**src/rtl/result_buffer.sv**
```systemverilog
// Result FIFO that stores ALU results and their sign flags.
// Reads have one cycle of latency, and overflow/underflow flags stay set once raised.
module result_buffer #(
  parameter int WIDTH = 8,
  parameter int DEPTH = 8
) (
  input  logic                     clock,
  input  logic                     reset,
  input  logic [WIDTH-1:0]         Result,
  input  logic                     sign,
  input  logic                     wr_en,
  input  logic                     rd_en,
  output logic [WIDTH-1:0]         rd_data,
  output logic                     rd_sign,
  output logic                     rd_valid,
  output logic                     full,
  output logic                     empty,
  output logic [$clog2(DEPTH):0]   count,
  output logic                     overflow,
  output logic                     underflow
);

  localparam int AW = $clog2(DEPTH);
  localparam int CW = AW + 1;

  typedef struct packed {
    logic             sign;
    logic [WIDTH-1:0] data;
  } entry_t;

  entry_t        mem [DEPTH];
  logic [AW-1:0] wr_ptr, rd_ptr;
  logic          rd_acc, wr_acc;

  // The flags decode the registered count, so they update in the same cycle as count.
  assign empty  = (count == '0);
  assign full   = (count == CW'(DEPTH));

  // When the buffer is full, a read in the same cycle frees a slot, so the write is still accepted.
  assign rd_acc = rd_en & ~empty & ~reset;
  assign wr_acc = wr_en & (~full | rd_acc) & ~reset;

  // The storage array has no reset.
  always_ff @(posedge clock) begin
    if (wr_acc) mem[wr_ptr] <= entry_t'{sign: sign, data: Result};
  end

  always_ff @(posedge clock or posedge reset) begin
    if (reset) begin
      wr_ptr    <= '0;
      rd_ptr    <= '0;
      count     <= '0;
      rd_valid  <= 1'b0;
      rd_data   <= '0;
      rd_sign   <= 1'b0;
      overflow  <= 1'b0;
      underflow <= 1'b0;
    end else begin
      rd_valid <= rd_acc;
      if (wr_acc) wr_ptr <= wr_ptr + AW'(1);
      if (rd_acc) begin
        rd_ptr  <= rd_ptr + AW'(1);
        rd_data <= mem[rd_ptr].data;
        rd_sign <= mem[rd_ptr].sign;
      end
      case ({wr_acc, rd_acc})
        2'b10:   count <= count + CW'(1);
        2'b01:   count <= count - CW'(1);
        default: count <= count;
      endcase
      if (wr_en && !wr_acc) overflow  <= 1'b1;
      if (rd_en && !rd_acc) underflow <= 1'b1;
    end
  end

endmodule

```
**config.mk**
```make
export PLATFORM = sky130hd
export DESIGN_NAME = result_buffer
export DESIGN_NICKNAME = d
export VERILOG_FILES = /design/src/rtl/result_buffer.sv
export SDC_FILE = /design/constraint.sdc
export NUM_CORES = 1
export LEC_CHECK = 0
export ABC_AREA = 1
export ABC_CLOCK_PERIOD_IN_PS = 4500
export BUFFER_PORTS_ARGS = -buffer_cell sky130_fd_sc_hd__buf_2
export CORE_MARGIN = 4
export CORE_UTILIZATION = 40
export CTS_CLUSTER_DIAMETER = 150
export DETAILED_ROUTE_END_ITERATION = 16
export SYNTH_ARGS = -nofsm -noshare
export SYNTH_HDL_FRONTEND = slang
export SYNTH_SLANG_ARGS = --single-unit
```
**constraint.sdc**
```tcl
create_clock -name clock -period 4.5 [get_ports clock]
set_input_delay 0 -clock clock [delete_from_list [all_inputs] [get_ports clock]]
set_output_delay 0 -clock clock [all_outputs]
set_load 0.02 [all_outputs]
```
======== After elaboration in Yosys (flattened, before gate mapping) ========
Memories as Yosys holds them, arrays and structs flattened. A register that Yosys moved wholly into a read port is not among the register bits.
Index checks and enable logic that the tools add are counted.
cells by class
  reductions and logical operators ........ 6
  muxes and demuxes ....................... 3
  $add $sub $neg .......................... 4
  eq/ne operators ......................... 3
  bitwise gates (word level) .............. 8
operators with widths
  kind                                               count
  case mux 4 bit (2 select lines)                    1
  adder 3 x 1 -> 3 bit (second input constant)       2
  adder 4 x 1 -> 4 bit (second input constant)       1
  AND 1 bit                                          4
  == test 4 bit (second input constant)              1
  zero test 4 bit                                    1
  subtractor 4 x 1 -> 4 bit (second input constant)  1
  NOT 1 bit                                          3
  == test 2 x 1 -> 1 bit (second input constant)     1
  == test 2 bit (second input constant)              1
  logical AND 1 bit                                  2
  zero test 1 bit                                    2
  two-way mux 1 bit                                  2
  nonzero test 2 bit                                 1
  OR 1 bit                                           1
word-level totals
  input port bits ......................... 13
  register bits after elaboration ......... 13
  memories kept ........................... 1
  RAM bits ................................ 72
  output and inout bits ................... 18
  logic and storage cells ................. 31
memory list
  memory  words  width  rd ports  clocked after Yosys merged registers in  write ports  RTL line  text
  mem     8      9      1         1                                        1            31        entry_t mem [DEPTH];

======== Logic depth before layout (Yosys ltp) ========
Gate-level depths: netlist (run 1).
  depth after elaboration ................. 9
  mapped depth ............................ 15
  gate-level depth less buffers ........... 14

======== Worst setup path after synthesis (run 1) ========
OpenSTA, ideal clock, no wires.
  path kind ............................... register to register
  start point ............................. register count[0]
  end point ............................... register count[2]
  arrival time ............................ 2,305 ps
  buffers on the path ..................... 1
  clock period less this slack ............ 2,387 ps
  cell stages (with the launch flop) ...... 14
  setup slack ............................. 2,113 ps
  setup time .............................. 82 ps
  required time ........................... 4,418 ps
  cells stage by stage .................... dfrtp_1 nor2_2 nand2_2 nor2_2 nand2_4 nand3_4 buf_6 ha_1 nor2_1 nor2_1 ha_1 a21oi_1 or2_2 a31oi_1
between the ends
  elaborated cells between the ends (all ways) .. 15
  those cells by class .................... add/sub (2); eq/ne (3); mux (1); bitwise (7); reduce/logical (2)
RTL lines
  element                                                                RTL line  text
  from (decl)                                                            18        output logic [$clog2(DEPTH):0] count,
  from (signal assigned)                                                 67        2'b10: count <= count + CW'(1);
  from (signal assigned)                                                 68        2'b01: count <= count - CW'(1);
  from (signal assigned)                                                 69        default: count <= count;
  == test 4 bit (*)                                                      37        assign full = (count == CW'(DEPTH));
  via full                                                               16        output logic full,
  NOT 1 bit (*)                                                          41        assign wr_acc = wr_en & (~full | rd_acc) & ~reset;
  OR 1 bit (*)                                                           41
  AND 1 bit (*) (2 in series)                                            41
  == test 2 x 1 -> 1 bit or == test 2 bit (tied branches)                66        case ({wr_acc, rd_acc})
  case mux 4 bit (2 select lines) or nonzero test 2 bit (tied branches)  -
Mark *: on every way through the listed nets, which the timed path passes. The rest lies on a longest branch.
A chain may end at the register's enable or synchronous reset.

======== Final worst setup path (run 1) ========
  start point ............................. input reset
  end point ............................... register count[2]
between the ends
  cells in the longest elaborated chain, start to end .. 7
  elaborated cells between the ends (all ways) .. 9
  those cells by class .................... eq/ne (2); mux (1); bitwise (5); reduce/logical (1)
ends and longest elaborated chain
  element                                                                RTL line  text
  from (decl)                                                            8         input logic reset,
  NOT 1 bit (*)                                                          40, 41
  AND 1 bit                                                              40        assign rd_acc = rd_en & ~empty & ~reset;
  OR 1 bit                                                               41
  AND 1 bit (2 in series)                                                41
  == test 2 x 1 -> 1 bit or == test 2 bit (tied branches)                66
  case mux 4 bit (2 select lines) or nonzero test 2 bit (tied branches)  -
Mark *: on every way between the ends. The rest lies on a longest branch, timed or not.

==> results by stage, run 1 <==
Power and ir drop:
- The overall power after layout is 2590 uW.
- The switching portion of total power is 0.376.
- The share of total power dissipated in the clock network is 0.202.
- The switching power is 972 uW.
- The internal power component is 1620 uW.
- The share of total power dissipated in combinational logic is 0.320.
- The leakage component of the power is 0.00172 uW.
- Of the total power, registers draw 0.478.
- IR analysis of the VDD net gives a maximum drop of 0.298 mV.
- The power per cell area is 578 nW/um^2.

Synthesis:
- The count of synthesis-stage warnings from yosys is 0.
- Of the total synthesized cell area, the portion taken by full adders, half adders and majority gates is 0.0160.
- The share of the Yosys chip area taken by registers is 0.696.
- The share of the synthesized area in the top cell type is 0.555.
- The largest family of logic cells by synthesized area is simple AND/OR/NAND/NOR gates.
- The multiplexer share of the synthesized area is 0.
- A synthesized cell averages 11.9 um^2.
- The post-synthesis sequential element count is 94.
- The number of nets produced by synthesis is 346.
- The synthesized cell area is 3900 um^2.
- After synthesis, the netlist uses 31 different library cells.
- The simple logic cell fraction of the synthesized area is 0.157.
- The gate count of the mapped netlist is 328.
- By area the synthesized netlist is led by sky130_fd_sc_hd__edfxtp_1, sky130_fd_sc_hd__dfrtp_1, sky130_fd_sc_hd__nor2_1.
- The xor/xnor share of the synthesized area is 0.0112.
- The share of the synthesized area in compound gates (AO/OA/AOI/OAI) is 0.0751.
- The largest total area in the synthesized netlist belongs to sky130_fd_sc_hd__edfxtp_1.

Timing:
- The ratio of final minimum period to clock period is 0.555.
- The normalized max-slew margin is 0.301.
- Setup total negative slack on the finished layout was measured at 0 ns.
- Derived from the worst setup path, the maximum achievable clock frequency is 0.401 GHz.
- The worst path needs 2.50 ns of the cycle, external delays included.
- The worst slack on hold paths is 0.191 ns.
- The setup violation total in the final timing report is 0.
- The final number of max-transition violations was 0.
- Setup repair after global routing left no endpoint under its margin.
- The worst clock skew on the final layout is 0.0117 ns.
- The slew at the pin with the worst max-slew slack is 1.05 ns.
- The hold violation count in the final report is 0.

Setup path:
- The arrival time of data at the critical path endpoint is 2.77 ns.
- STA classifies the critical path endpoint as a flop.
- Of all nets on the critical path, the largest fanout is 16.
- The type of the worst setup path is in -> reg.
- The element type at the critical path start is a primary input.
- The worst path required time is 4.78 ns.

Worst hold path:
- The tightest min-delay check is of the in -> async type.

Placed design:
- The final HPWL from detailed placement is 5200 um.
- The routability-driven placement congestion ratio is 0.764.
- The count of buffers inserted at the top-level ports is 30.
- The total placed cells including tap cells is 483.

Clocking:
- The clock transition at the registers of the reported paths is 0.09 ns.
- Counting along the longest clock path gives a buffer depth of 2.
- The number of buffers created by CTS is 9.
- The TritonCTS clock tree is done.
- In this run the number of H-tree levels came out at 3.
- The root buffer cell chosen for the clock tree is sky130_fd_sc_hd__clkbuf_8.
- The number of setup buffers added after CTS is 0.
- For the worst-skew pair, the clock arrives at the later sink with an insertion delay of 0.35 ns.
- The number of sinks driven by the clock tree is 94.

Die:
- The number of top-level pins is 31.
- In this run the vertical extent of the chip is 107 um.
- Measured along the x axis, the die boundary spans 107 um.
- The core region is 9370 um^2.
- The number of rows in the core area is 35.
- The initial utilization of the core area, before any placement, comes to 0.416.
- The die covers 11400 um^2.

Finish:
- The proportion of layout cells with a drive suffix above 1 is 0.165.
- The end-of-flow core utilization is 0.478.
- The net count of the finished layout is 395.
- The total inserted antenna cells is 0.
- Relative to the synthesized area, the layout overhead comes to 14.8%.
- The count of cells in the finished layout, fillers not included, comes to 511.
- The count of fill cells added during filler insertion is 873.
- The library cell used most frequently in the layout, excluding fill and tap cells, is sky130_fd_sc_hd__edfxtp_1.
- The top cell types in the final layout, fill and taps aside, are sky130_fd_sc_hd__edfxtp_1, sky130_fd_sc_hd__nor2_1, sky130_fd_sc_hd__nand2_1.

Route:
- The detailed-route vias per instance is 4.85.
- The first routing iteration left 116 violations.
- The DRC violations left is 0.
- After detailed routing, the average wire length per cell comes to 15.7 um.
- The detailed-router iteration count before antenna repair is 4.
- The via count of the routed design is 2480.
- The post-route antenna net violation count is 0.
- The detailed-route wire length is 8030 um.

GRT:
- The first global-routing pass estimated 12700 um of wire.
- The overflow left after global routing is 0.
- In the global route stage, overall resource usage came out at 0.149.
- Entering global routing, the biggest net connects 38 pins.
- The via count of the first global-routing pass is 2380.
- The initial antenna violation count was 0.

Outcome:
- The run finished with clean final reports.

Flow run:
- Across the run, the number of max-cap violations was 0.
## cell families after synthesis
kind of cell	Yosys count
and+or+nand+nor	142
adders and majority gates	5
DFF	94
AOI/OAI and AO/OA	52
buffers and inverters	30
xor gates and xnor gates	5
## sequential cells by signal, summed over array words and instances (netlist names)
| name | flops |
|---|---|
| mem | 72 |
| wr_ptr | 3 |
| overflow | 1 |
| rd_ptr | 3 |
| underflow | 1 |
| rd_sign | 1 |
| rd_data | 8 |
| rd_valid | 1 |
| count | 4 |
## repair_timing
action,4_1_cts,5_1_grt
hold buffers,12,0
hold endpoints to repair,84,0
gates resized for setup,0,0
## critical path: stages
cell and delay (ns):
sky130_fd_sc_hd__dlygate4sd3_1 0.53, sky130_fd_sc_hd__buf_2 0.12, sky130_fd_sc_hd__inv_1 0.32, sky130_fd_sc_hd__nand3_2 0.32, sky130_fd_sc_hd__inv_2 0.34, sky130_fd_sc_hd__ha_1 0.27, sky130_fd_sc_hd__nor2_1 0.05, sky130_fd_sc_hd__nor2_1 0.18
sky130_fd_sc_hd__ha_1 0.17, sky130_fd_sc_hd__a21oi_1 0.04, sky130_fd_sc_hd__or2_2 0.30, sky130_fd_sc_hd__a31oi_1 0.12
## synthesized netlist by cell type
| cell | number |
|---|---|
| sky130_fd_sc_hd__o21ai_0 | 10 |
| sky130_fd_sc_hd__o21bai_1 | 1 |
| sky130_fd_sc_hd__nor2_1 | 66 |
| sky130_fd_sc_hd__o21ai_2 | 1 |
| sky130_fd_sc_hd__clkinv_1 | 1 |
| sky130_fd_sc_hd__nand2_1 | 37 |
| sky130_fd_sc_hd__nand2_4 | 1 |
| sky130_fd_sc_hd__xor2_1 | 3 |
| sky130_fd_sc_hd__ha_1 | 5 |
| sky130_fd_sc_hd__or2_2 | 1 |
| sky130_fd_sc_hd__a21o_1 | 1 |
| sky130_fd_sc_hd__o21ai_1 | 28 |
| sky130_fd_sc_hd__nand3_1 | 22 |
| sky130_fd_sc_hd__nand3_2 | 1 |
| sky130_fd_sc_hd__buf_4 | 4 |
| sky130_fd_sc_hd__inv_1 | 12 |
| sky130_fd_sc_hd__nand3_4 | 1 |
| sky130_fd_sc_hd__dfrtp_1 | 22 |
| sky130_fd_sc_hd__buf_6 | 5 |
| sky130_fd_sc_hd__a21oi_1 | 1 |
| sky130_fd_sc_hd__buf_2 | 5 |
| sky130_fd_sc_hd__xnor2_1 | 2 |
| sky130_fd_sc_hd__nor3_1 | 8 |
| sky130_fd_sc_hd__a31oi_1 | 1 |
| sky130_fd_sc_hd__nand4_1 | 2 |
| sky130_fd_sc_hd__inv_2 | 2 |
| sky130_fd_sc_hd__edfxtp_1 | 72 |
| sky130_fd_sc_hd__nor2_2 | 2 |
| sky130_fd_sc_hd__o211ai_1 | 9 |
| sky130_fd_sc_hd__nand2_2 | 1 |
| sky130_fd_sc_hd__inv_4 | 1 |
## final timing paths
check	from	endpoint	slack, ns	cells past startpoint
setup / recovery	reset	count[2]$_DFFE_PP0P_	2.00	12
hold / removal	reset	rd_data[5]$_DFFE_PP0P_	0.19	3
setup reg to reg	count[0]$_DFFE_PP0P_	count[2]$_DFFE_PP0P_	2.04	12
hold reg to reg	overflow$_DFFE_PP0P_	overflow$_DFFE_PP0P_	0.46	1
max in group asynchronous	reset	rd_data[1]$_DFFE_PP0P_	3.77	4
min in group clock	wr_en	overflow$_DFFE_PP0P_	0.45	3
## power by group through the flow
stage	Clock, uW	Sequential (uW)	Combinational (uW)
floorplan	0	1230	630
CTS	539	1240	838
detailed placement	0	1260	827
finish	523	1240	827
global placement	0	1260	829
global route	575	1260	938
## metal layers
layer	vias up	track usage	wire length (um)
met5	-	0	0
met4	0	0.0548	141
met3	12	0.0289	279
met2	44	0.227	3710
met1	1186	0.213	3900
li1	1238	-	-
## area by class of cell
cell class,instances,area (um^2),area share
Sequential cell,94,2710,0.606
Clock buffer,11,131,0.0294
Multi-Input combinational cell,204,1010,0.226
Timing Repair Buffer,52,345,0.0772
Clock inverter,5,50.0,0.0112
Inverter,16,62.6,0.0140
Tap cell,129,161,0.0361
## stage by stage
stage               cell area (um^2)  setup WS (ns)
floorplan                       3900           2.11
global placement                4170           2.13
detailed placement              4170           2.06
CTS                             4480           1.97
global route                    4480           1.76
finish                          4480           2.00
(Power assumes the default switching activity.)
==> run 2: changes to the inputs <==
ABC_CLOCK_PERIOD_IN_PS = 2040   (was 4500)
clock period = 2.04 ns   (was 4.5 ns; I/O delays follow)
==> results by stage, run 2 (synthesis results as in run 1) <==
Outcome:
- The flow ran to the end, and the final reports show no timing, DRC or antenna violations.

Timing:
- The setup violation total in the final timing report is 0.
- The final number of max-transition violations is 0.
- The hold violation count in the final report came to 0.
- Of the available clock period, the critical path in the final layout requires 0.946.
- Static timing analysis puts the maximum clock frequency at 0.518 GHz.
- The worst clock skew on the final layout is 0.0121 ns.
- The worst path in the final design needs a cycle of 1.93 ns, including I/O delays and setup.
- Headroom to the max-slew limit came out at 0.735.
- The slew at the pin with the worst max-slew slack is 0.398 ns.

Setup path:
- The slowest stage of the critical path is the sky130_fd_sc_hd__dfrtp_2 cell.
- On the critical path the largest part of the delay comes from simple AND/OR/NAND/NOR gates.
- The critical path starts at count[0]$_DFFE_PP0P_.
- The start of the worst register-to-register path is count[0]$_DFFE_PP0P_.
- The largest driver fanout on the critical path is 4.
- The arrival time of data at the critical path endpoint is 2.21 ns.
- The critical path contains buffers and inverters numbering 0 combined.
- Walking the worst path, the cells encountered are nor2_4, nand2_2, nor2_4, nand2_4, nand3_4, ha_4, nor2_1, nor2_2, ha_2, a21oi_1, or2_4, a31oi_1.
- Counting stages on the worst path, the most repeated cell is sky130_fd_sc_hd__nor2_4.
- The worst setup path is launched from a flop.
- The worst setup path is of the reg -> reg kind.
- The setup check on the worst reg-to-reg path leaves a slack of 0.11 ns.
- The worst path required time is 2.32 ns.
- The endpoint class of the critical path is a flop.
- The largest single stage delay on the critical path is 0.43 ns.

Finish:
- The library cell used most frequently in the layout, excluding fill and tap cells, is sky130_fd_sc_hd__edfxtp_1.
- In the final layout, the share of cells above drive strength 1 is 0.216.
- At the end of the flow, the number of nets in the layout was 406.
- The area overhead of the layout relative to synthesis is 18.4%.
- The final standard cell area without fillers is 4610 um^2.
- At the end of the flow the core is filled with cells to 0.492.
- The register with the most flip-flops is mem.
- The register with the most flip-flops in the layout has 72 of them.
- In the final layout, the registers with the most flip-flops are mem x72, rd_data x8, count x4.
- The repair_antennas step left the layout with diodes totalling 0.
- The library cells used most frequently in the layout, excluding fill and tap cells, are sky130_fd_sc_hd__edfxtp_1, sky130_fd_sc_hd__nor2_1, sky130_fd_sc_hd__nand2_1.

GRT:
- The via count of the first global-routing pass was 2369.
- After global routing the overflow that remains totals 0.
- The first global-routing pass estimated 12700 um of wire.
- Across every metal layer, demand over resource in global routing totals 0.147.
- Entering global routing, the biggest net connects 38 pins.
- The initial antenna violation count is 0.

Placed design:
- The routability-driven placement congestion ratio is 0.846.
- The instance area after placement is 4270 um^2.
- The count of buffers inserted at the top-level ports is 30.
- The final HPWL from detailed placement is 4990 um.

Power and ir drop:
- The overall power after layout is 5930 uW.
- The power per cell area is 1280 nW/um^2.
- Of the total power, registers draw 0.428.
- The combinational group share of total power is 0.362.
- Internal power comes to 3710 uW.
- The share of total power dissipated in the clock network is 0.209.
- In this run the power spent charging and discharging nets is 2220 uW.
- The worst-case vdd ir drop is 0.619 mV.
- Of the total power, the share spent switching nets is 0.375.
- The analysis attributes to cell leakage a power of 0.00178 uW.

Clocking:
- The tree is rooted in a sky130_fd_sc_hd__clkbuf_8.
- The count of H-tree levels built during CTS is 3.
- The TritonCTS clock tree is done.
- Counting along the longest clock path gives a buffer depth of 2.
- Clock latency on the worst-skew pair, taken at its later pin, is 0.36 ns.
- Clock-pin slew was measured on the worst setup and hold paths at 0.10 ns.
- The number of sinks driven by the clock tree is 94.
- In this run, CTS created clock tree buffers numbering 9.

Route:
- Summed over all layers, the routed wires come to 7830 um.
- The via count of the routed design is 2495.
- The DRC violations left is 0.
- Once detail routing completed, the nets flagged for antenna violations numbered 0.
- The number of design-rule violations left by the first detailed-router iteration is 163.
- The detailed-route vias per instance is 4.78.
- The first TritonRoute pass finished after 4 iterations.
- Dividing the detail-routed wire length by the instance count gives 15.0 um.

Die:
- For this design the top-level I/O count stands at 31.
- The total die area is 11400 um^2.
- The floorplan core area is 9370 um^2.
- The initial utilization of the core area, before any placement, comes to 0.416.
- The die is 107 um wide.
- The number of rows in the core area is 35.
- Measured along the y axis, the die boundary spans 107 um.

Worst hold path:
- In this run the worst hold path is classified as in -> async.

Flow run:
- Max-cap violations in this run came to 0.
run 2: cell types whose count changed in the layout (fill, tap and decap cells not counted), moves of 2 or more:
cell                       before  now
sky130_fd_sc_hd__dfrtp_1       22   20
sky130_fd_sc_hd__clkinv_1       3    1
sky130_fd_sc_hd__nor2_4         0    2
sky130_fd_sc_hd__inv_1         12   10
sky130_fd_sc_hd__ha_1           5    3
sky130_fd_sc_hd__dfrtp_2        0    2
sky130_fd_sc_hd__inv_2          2    4
sky130_fd_sc_hd__buf_4         10   20
run 2: final timing paths:
path / endpoint / cells after the start
min reg2reg: overflow$_DFFE_PP0P_ / 1
max in group asynchronous: count[0]$_DFFE_PP0P_ / 4
min: overflow$_DFFE_PP0P_ / 4
max: count[2]$_DFFE_PP0P_ / 12
max reg2reg: count[2]$_DFFE_PP0P_ / 12
min in group clock: overflow$_DFFE_PP0P_ / 3
run 2: layout make-up:
type / instances / area [um^2]
clock buffer: 10 / 128
multi-input combinational: 204 / 1050
timing repair buffer: 63 / 432
sequential: 94 / 2720
tap: 129 / 161
clock inverter: 6 / 68.8
inverter: 16 / 62.6
fill: 863 / 4760
run 2: what timing repair did:
item                                    CTS  global route
gates resized for setup                   0             8
endpoints found under the hold margin    96             0
endpoints found under the setup margin    0             1
hold buffers                             12             0
buffers inserted                          0             1
run 2: power by group through the flow:
| stage | Sequential (uW) | Clock (uW) | Combinational, uW |
|---|---|---|---|
| 3_5_place_dp | 2570 | 0 | 2100 |
| 6_report | 2540 | 1240 | 2150 |
| 5_1_grt | 2580 | 1350 | 2440 |
| 2_1_floorplan | 2710 | 0 | 1400 |
| 4_1_cts | 2530 | 1260 | 2130 |
| 3_3_place_gp | 2560 | 0 | 2080 |
run 2: through the flow:
step	setup TNS (ns)	hold slack, ns	cells	worst slack [ns]
2_1_floorplan	-6.33	0.0374	328	-0.143
3_3_place_gp	0	0.196	493	0.138
3_5_place_dp	0	0.192	493	0.0467
4_1_cts	0	0.355	521	0.0302
5_1_grt	-0.0183	0.386	522	-0.0183
6_report	0	0.360	522	0.110
run 2: layer usage:
| metal | global-route usage | routed length (um) |
|---|---|---|
| met1 | 0.206 | 3730 |
| met2 | 0.234 | 3770 |
| met3 | 0.0253 | 238 |
| met4 | 0.0484 | 89 |
| met5 | 0 | 0 |
run 2: worst register-to-register path, stage by stage (launching register included):
cell and delay [ns]:
sky130_fd_sc_hd__dfrtp_2 0.43, sky130_fd_sc_hd__nor2_4 0.13, sky130_fd_sc_hd__nand2_2 0.07, sky130_fd_sc_hd__nor2_4 0.11, sky130_fd_sc_hd__nand2_4 0.06, sky130_fd_sc_hd__nand3_4 0.08, sky130_fd_sc_hd__ha_4 0.16, sky130_fd_sc_hd__nor2_1 0.05
sky130_fd_sc_hd__nor2_2 0.14, sky130_fd_sc_hd__ha_2 0.18, sky130_fd_sc_hd__a21oi_1 0.04, sky130_fd_sc_hd__or2_4 0.25, sky130_fd_sc_hd__a31oi_1 0.17
==> run 3: changes to the inputs <==
ABC_AREA = 0   (was 1)
CORE_UTILIZATION = 53   (was 40)
PLACE_DENSITY = 0.75   (was default)
==> results by stage, run 3 <==
Power and ir drop:
- Summed over all cells, the static leakage comes to 0.00184 uW.
- In this run the power density over the cells is 1280 nW/um^2.
- Overall power consumption after layout is estimated at 6030 uW.
- The worst-case IR drop observed on VDD is 0.678 mV.

Timing:
- In this run the tightest slew margin relative to its limit is 0.396.
- The ratio of final minimum period to clock period is 1.01.
- The setup violation total in the final timing report is 10.
- Derived from the worst setup path, the maximum achievable clock frequency is 0.486 GHz.
- Setup repair after global routing could not meet its margin everywhere.
- The hold violation count in the final report came to 0.
- The time the worst path needs with I/O delays and setup is 2.06 ns.
- The worst clock skew on the final layout is 0.00921 ns.
- The slew at the pin with the worst max-slew slack is 0.902 ns.
- Final hold analysis gives a worst-case slack of 0.242 ns.
- After layout, the worst setup slack is -0.0172 ns.
- The final number of max-transition violations is 0.

Setup path:
- The critical path is of the reg -> reg type.
- Of all nets on the critical path, the largest fanout is 9.
- The minimum setup slack among reg-to-reg paths is -0.02 ns.
- The worst register-to-register path has a depth of 9.
- The peak per-stage delay on the critical path is 0.39 ns.
- STA classifies the critical path startpoint as a flop.
- The start of the worst register-to-register path is count[1]$_DFFE_PP0P_.
- Among all stages on the critical path, the largest delay is contributed by sky130_fd_sc_hd__dfrtp_2.
- The critical path goes through buf_6, nor4b_4, a21oi_2, nand2_2, buf_4, buf_4, buf_6, nor4b_2, buf_4.
- The endpoint class of the critical path is a flop.
- Data on the critical path is required at its endpoint by 2.10 ns.
- The most frequent cell on the critical path is sky130_fd_sc_hd__buf_4.
- The worst reg2reg path endpoint is mem[4][1]$_DFFE_PP_.
- Data arrives at the worst endpoint at 2.11 ns.

Synthesis:
- The count of synthesis-stage warnings from yosys is 0.
- After synthesis, the share of cell area in mux cells is 0.102.
- The share of the yosys chip area belonging to registers is 0.704.
- The area share of fa/ha/maj cells after synthesis is 0.0162.
- By area, the combinational part of the netlist is dominated by multiplexers.
- The simple logic cell fraction of the synthesized area is 0.0665.
- The synthesized cell area is 3850 um^2.
- Of the total synthesized cell area, the portion taken by XOR and XNOR cells is 0.0204.
- Of the post-synthesis cell area, the dominant cell type holds 0.561.
- The number of flops mapped to enable cells by yosys is 72.
- After synthesis, the most frequently instantiated cells are sky130_fd_sc_hd__edfxtp_1, sky130_fd_sc_hd__mux2i_1, sky130_fd_sc_hd__dfrtp_1.
- The most frequently used cell type in the post-synthesis netlist is sky130_fd_sc_hd__edfxtp_1.
- Counting every instance in the synthesized netlist gives 242.
- The average footprint of a synthesized cell is 15.9 um^2.
- Counting every net in the synthesized netlist gives 260.
- In the synthesized netlist the async set-or-reset flop fraction comes to 0.234.
- By area the synthesized netlist is led by sky130_fd_sc_hd__edfxtp_1, sky130_fd_sc_hd__dfrtp_1, sky130_fd_sc_hd__mux2i_1.
- The library cell occupying the most area in the post-synthesis netlist is sky130_fd_sc_hd__edfxtp_1.
- The count of distinct cell types in the synthesized netlist is 36.
- The share of the synthesized area in compound gates (AO/OA/AOI/OAI) came to 0.0594.
- The post-synthesis sequential element count is 94.
- Among all flip-flop cells after synthesis, the most frequent one is sky130_fd_sc_hd__edfxtp_1.

Die:
- Measured along the x axis, the die boundary spans 93.3 um.
- For this configuration, the core starts out at a cell density of 0.555.
- The floorplan step defined a die boundary enclosing 8700 um^2.
- The number of top-level pins is 31.
- In this run the core area contains 30 standard-cell rows.
- The floorplan step defined a core boundary enclosing 6940 um^2.
- The die is 93.3 um tall.

Placed design:
- Buffers placed on the I/O ports in this run total 30.
- The total placed cells including tap cells is 378.
- The routability-driven placement congestion ratio is 0.811.
- The final HPWL from detailed placement is 4650 um.

Clocking:
- The TritonCTS clock tree is done.
- The count of H-tree levels built during CTS is 3.
- Clock tree synthesis selected as its root buffer the cell sky130_fd_sc_hd__clkbuf_8.
- The number of sinks driven by the clock tree is 94.
- In this run the deepest clock path goes through 2 buffers.
- The clock latency at the later pin of the worst-skew pair is 0.35 ns.
- Clock-pin slew was measured on the worst setup and hold paths at 0.09 ns.
- The number of clock buffers added by TritonCTS is 9.

Finish:
- The count of cells in the finished layout, fillers not included, comes to 413.
- Leaving out fill and tap cells, the most frequent cell in the layout is sky130_fd_sc_hd__edfxtp_1.
- From synthesis to final layout, the design area changed by 22.3%.
- In the final layout, the share of cells above drive strength 1 is 0.306.
- The register with the most flip-flops in the layout has 72 of them.
- The final layout contains 330 nets.
- The register with the most flip-flops is mem.
- The total inserted antenna cells is 0.
- In the final layout, the registers with the most flip-flops are mem x72, rd_data x8, count x4.
- In the layout the commonest cells are sky130_fd_sc_hd__edfxtp_1, sky130_fd_sc_hd__mux2i_1, sky130_fd_sc_hd__buf_2.

Outcome:
- The flow ran to the end, but the final reports show violations.
- The final reports fail on negative setup slack.

Route:
- After detailed routing, the number of remaining DRC violations is 0.
- The via count of the routed design is 2239.
- The post-route antenna net violation count is 0.
- After detailed routing, the average wire length per cell comes to 17.6 um.
- The number of design-rule violations left by the first detailed-router iteration is 131.
- For this block, the routed nets add up to 7260 um of wire.
- Before antenna repair, the detailed router went through 4 iterations.
- In the routed layout, each cell is associated on average with a via count of 5.42.

Flow run:
- Max-cap violations in this run came to 0.

GRT:
- The initial antenna violation count is 0.
- The global-route wire length before repair is 11600 um.
- For this run, the total global-route usage over all layers was measured as 0.182.
- The via count of the first global-routing pass came to 2259.
- The overflow left after global routing is 0.
- Entering global routing, the biggest net connects 32 pins.

Worst hold path:
- The classification of the worst-slack hold path is in -> async.
[run 3: cell count changes in the layout (fill, tap and decap cells not counted), moves of 10 or more]
cell,before,now
sky130_fd_sc_hd__nor2_1,65,4
sky130_fd_sc_hd__o21ai_1,28,9
sky130_fd_sc_hd__nand2_1,37,3
sky130_fd_sc_hd__a22oi_1,0,18
sky130_fd_sc_hd__nand3_1,21,11
sky130_fd_sc_hd__mux2i_1,0,36
[run 3: per-stage QoR]
stage | setup slack [ns] | cell area (um^2) | utilization | TNS (ns)
after floorplan | -0.308 | 3900 | - | -4.67
after global placement | -0.00518 | 4280 | 0.617 | -0.00518
after detailed placement | -0.0822 | 4280 | 0.617 | -0.100
final | -0.0172 | 4710 | 0.679 | -0.0977
after CTS | -0.0221 | 4660 | 0.671 | -0.0221
after global routing | -0.112 | 4710 | 0.679 | -1.24
[run 3: kinds of logic (layout without fill, tap and decap cells)]
| family | Yosys count | in the layout |
|---|---|---|
| muxes | 39 | 39 |
| xor gates and xnor gates | 9 | 9 |
| buffers and inverters | 26 | 101 |
| AOI/OAI and AO/OA | 34 | 34 |
| DFF | 94 | 94 |
| adders and majority gates | 5 | 5 |
| and+or+nand+nor | 35 | 35 |
[run 3: cell type report]
| cell class | instances | area, um^2 |
|---|---|---|
| inverter | 12 | 45.0 |
| sequential | 94 | 2720 |
| fill | 486 | 2230 |
| clock inverter | 7 | 77.6 |
| timing repair buffer | 73 | 538 |
| multi-input combinational | 122 | 1090 |
| clock buffer | 9 | 124 |
| tap | 96 | 120 |
[run 3: per-layer routing]
metal / up-vias / global-route usage / wire length, um
met5: - / 0 / 0
met4: 0 / 0.0757 / 98
met3: 8 / 0.0298 / 222
met2: 42 / 0.308 / 3800
met1: 1132 / 0.232 / 3140
li1: 1057 / - / -
[run 3: what timing repair did]
item,4_1_cts,5_1_grt
hold endpoints to repair,85,0
buffers inserted,6,1
setup endpoints to repair,13,13
cloned,0,0
pin swaps,4,2
gates resized for setup,2,11
hold buffers,12,0
[run 3: how the worst max path moves through the flow]
| stage | from | to | slack (ns) | cells after the start |
|---|---|---|---|---|
| 3_5_place_dp | count[0]$_DFFE_PP0P_ | count[2]$_DFFE_PP0P_ | -0.08 | 10 |
| 2_1_floorplan | count[0]$_DFFE_PP0P_ | count[2]$_DFFE_PP0P_ | -0.31 | 10 |
| 3_3_place_gp | count[0]$_DFFE_PP0P_ | count[2]$_DFFE_PP0P_ | -0.005 | 10 |
| 4_1_cts | count[1]$_DFFE_PP0P_ | count[2]$_DFFE_PP0P_ | -0.02 | 11 |
| 5_1_grt | count[1]$_DFFE_PP0P_ | count[2]$_DFFE_PP0P_ | -0.11 | 11 |
| 6_report | count[1]$_DFFE_PP0P_ | mem[4][1]$_DFFE_PP_ | -0.02 | 9 |
[run 3: worst max-delay path: cells and delay by family (launching register included)]
| kind | cells | cell delay, ns |
|---|---|---|
| AOI/OAI and AO/OA | 1 | 0.18 |
| DFF | 1 | 0.39 |
| buffers and inverters | 5 | 0.77 |
| and+or+nand+nor | 3 | 0.41 |
[run 3: power breakdown]
part | switching, uW | internal, uW | leakage (uW)
clock network | 657 | 582 | 0.000101
registers | 242 | 2380 | 0.000903
logic | 1180 | 991 | 0.000832
total | 2080 | 3950 | 0.00184
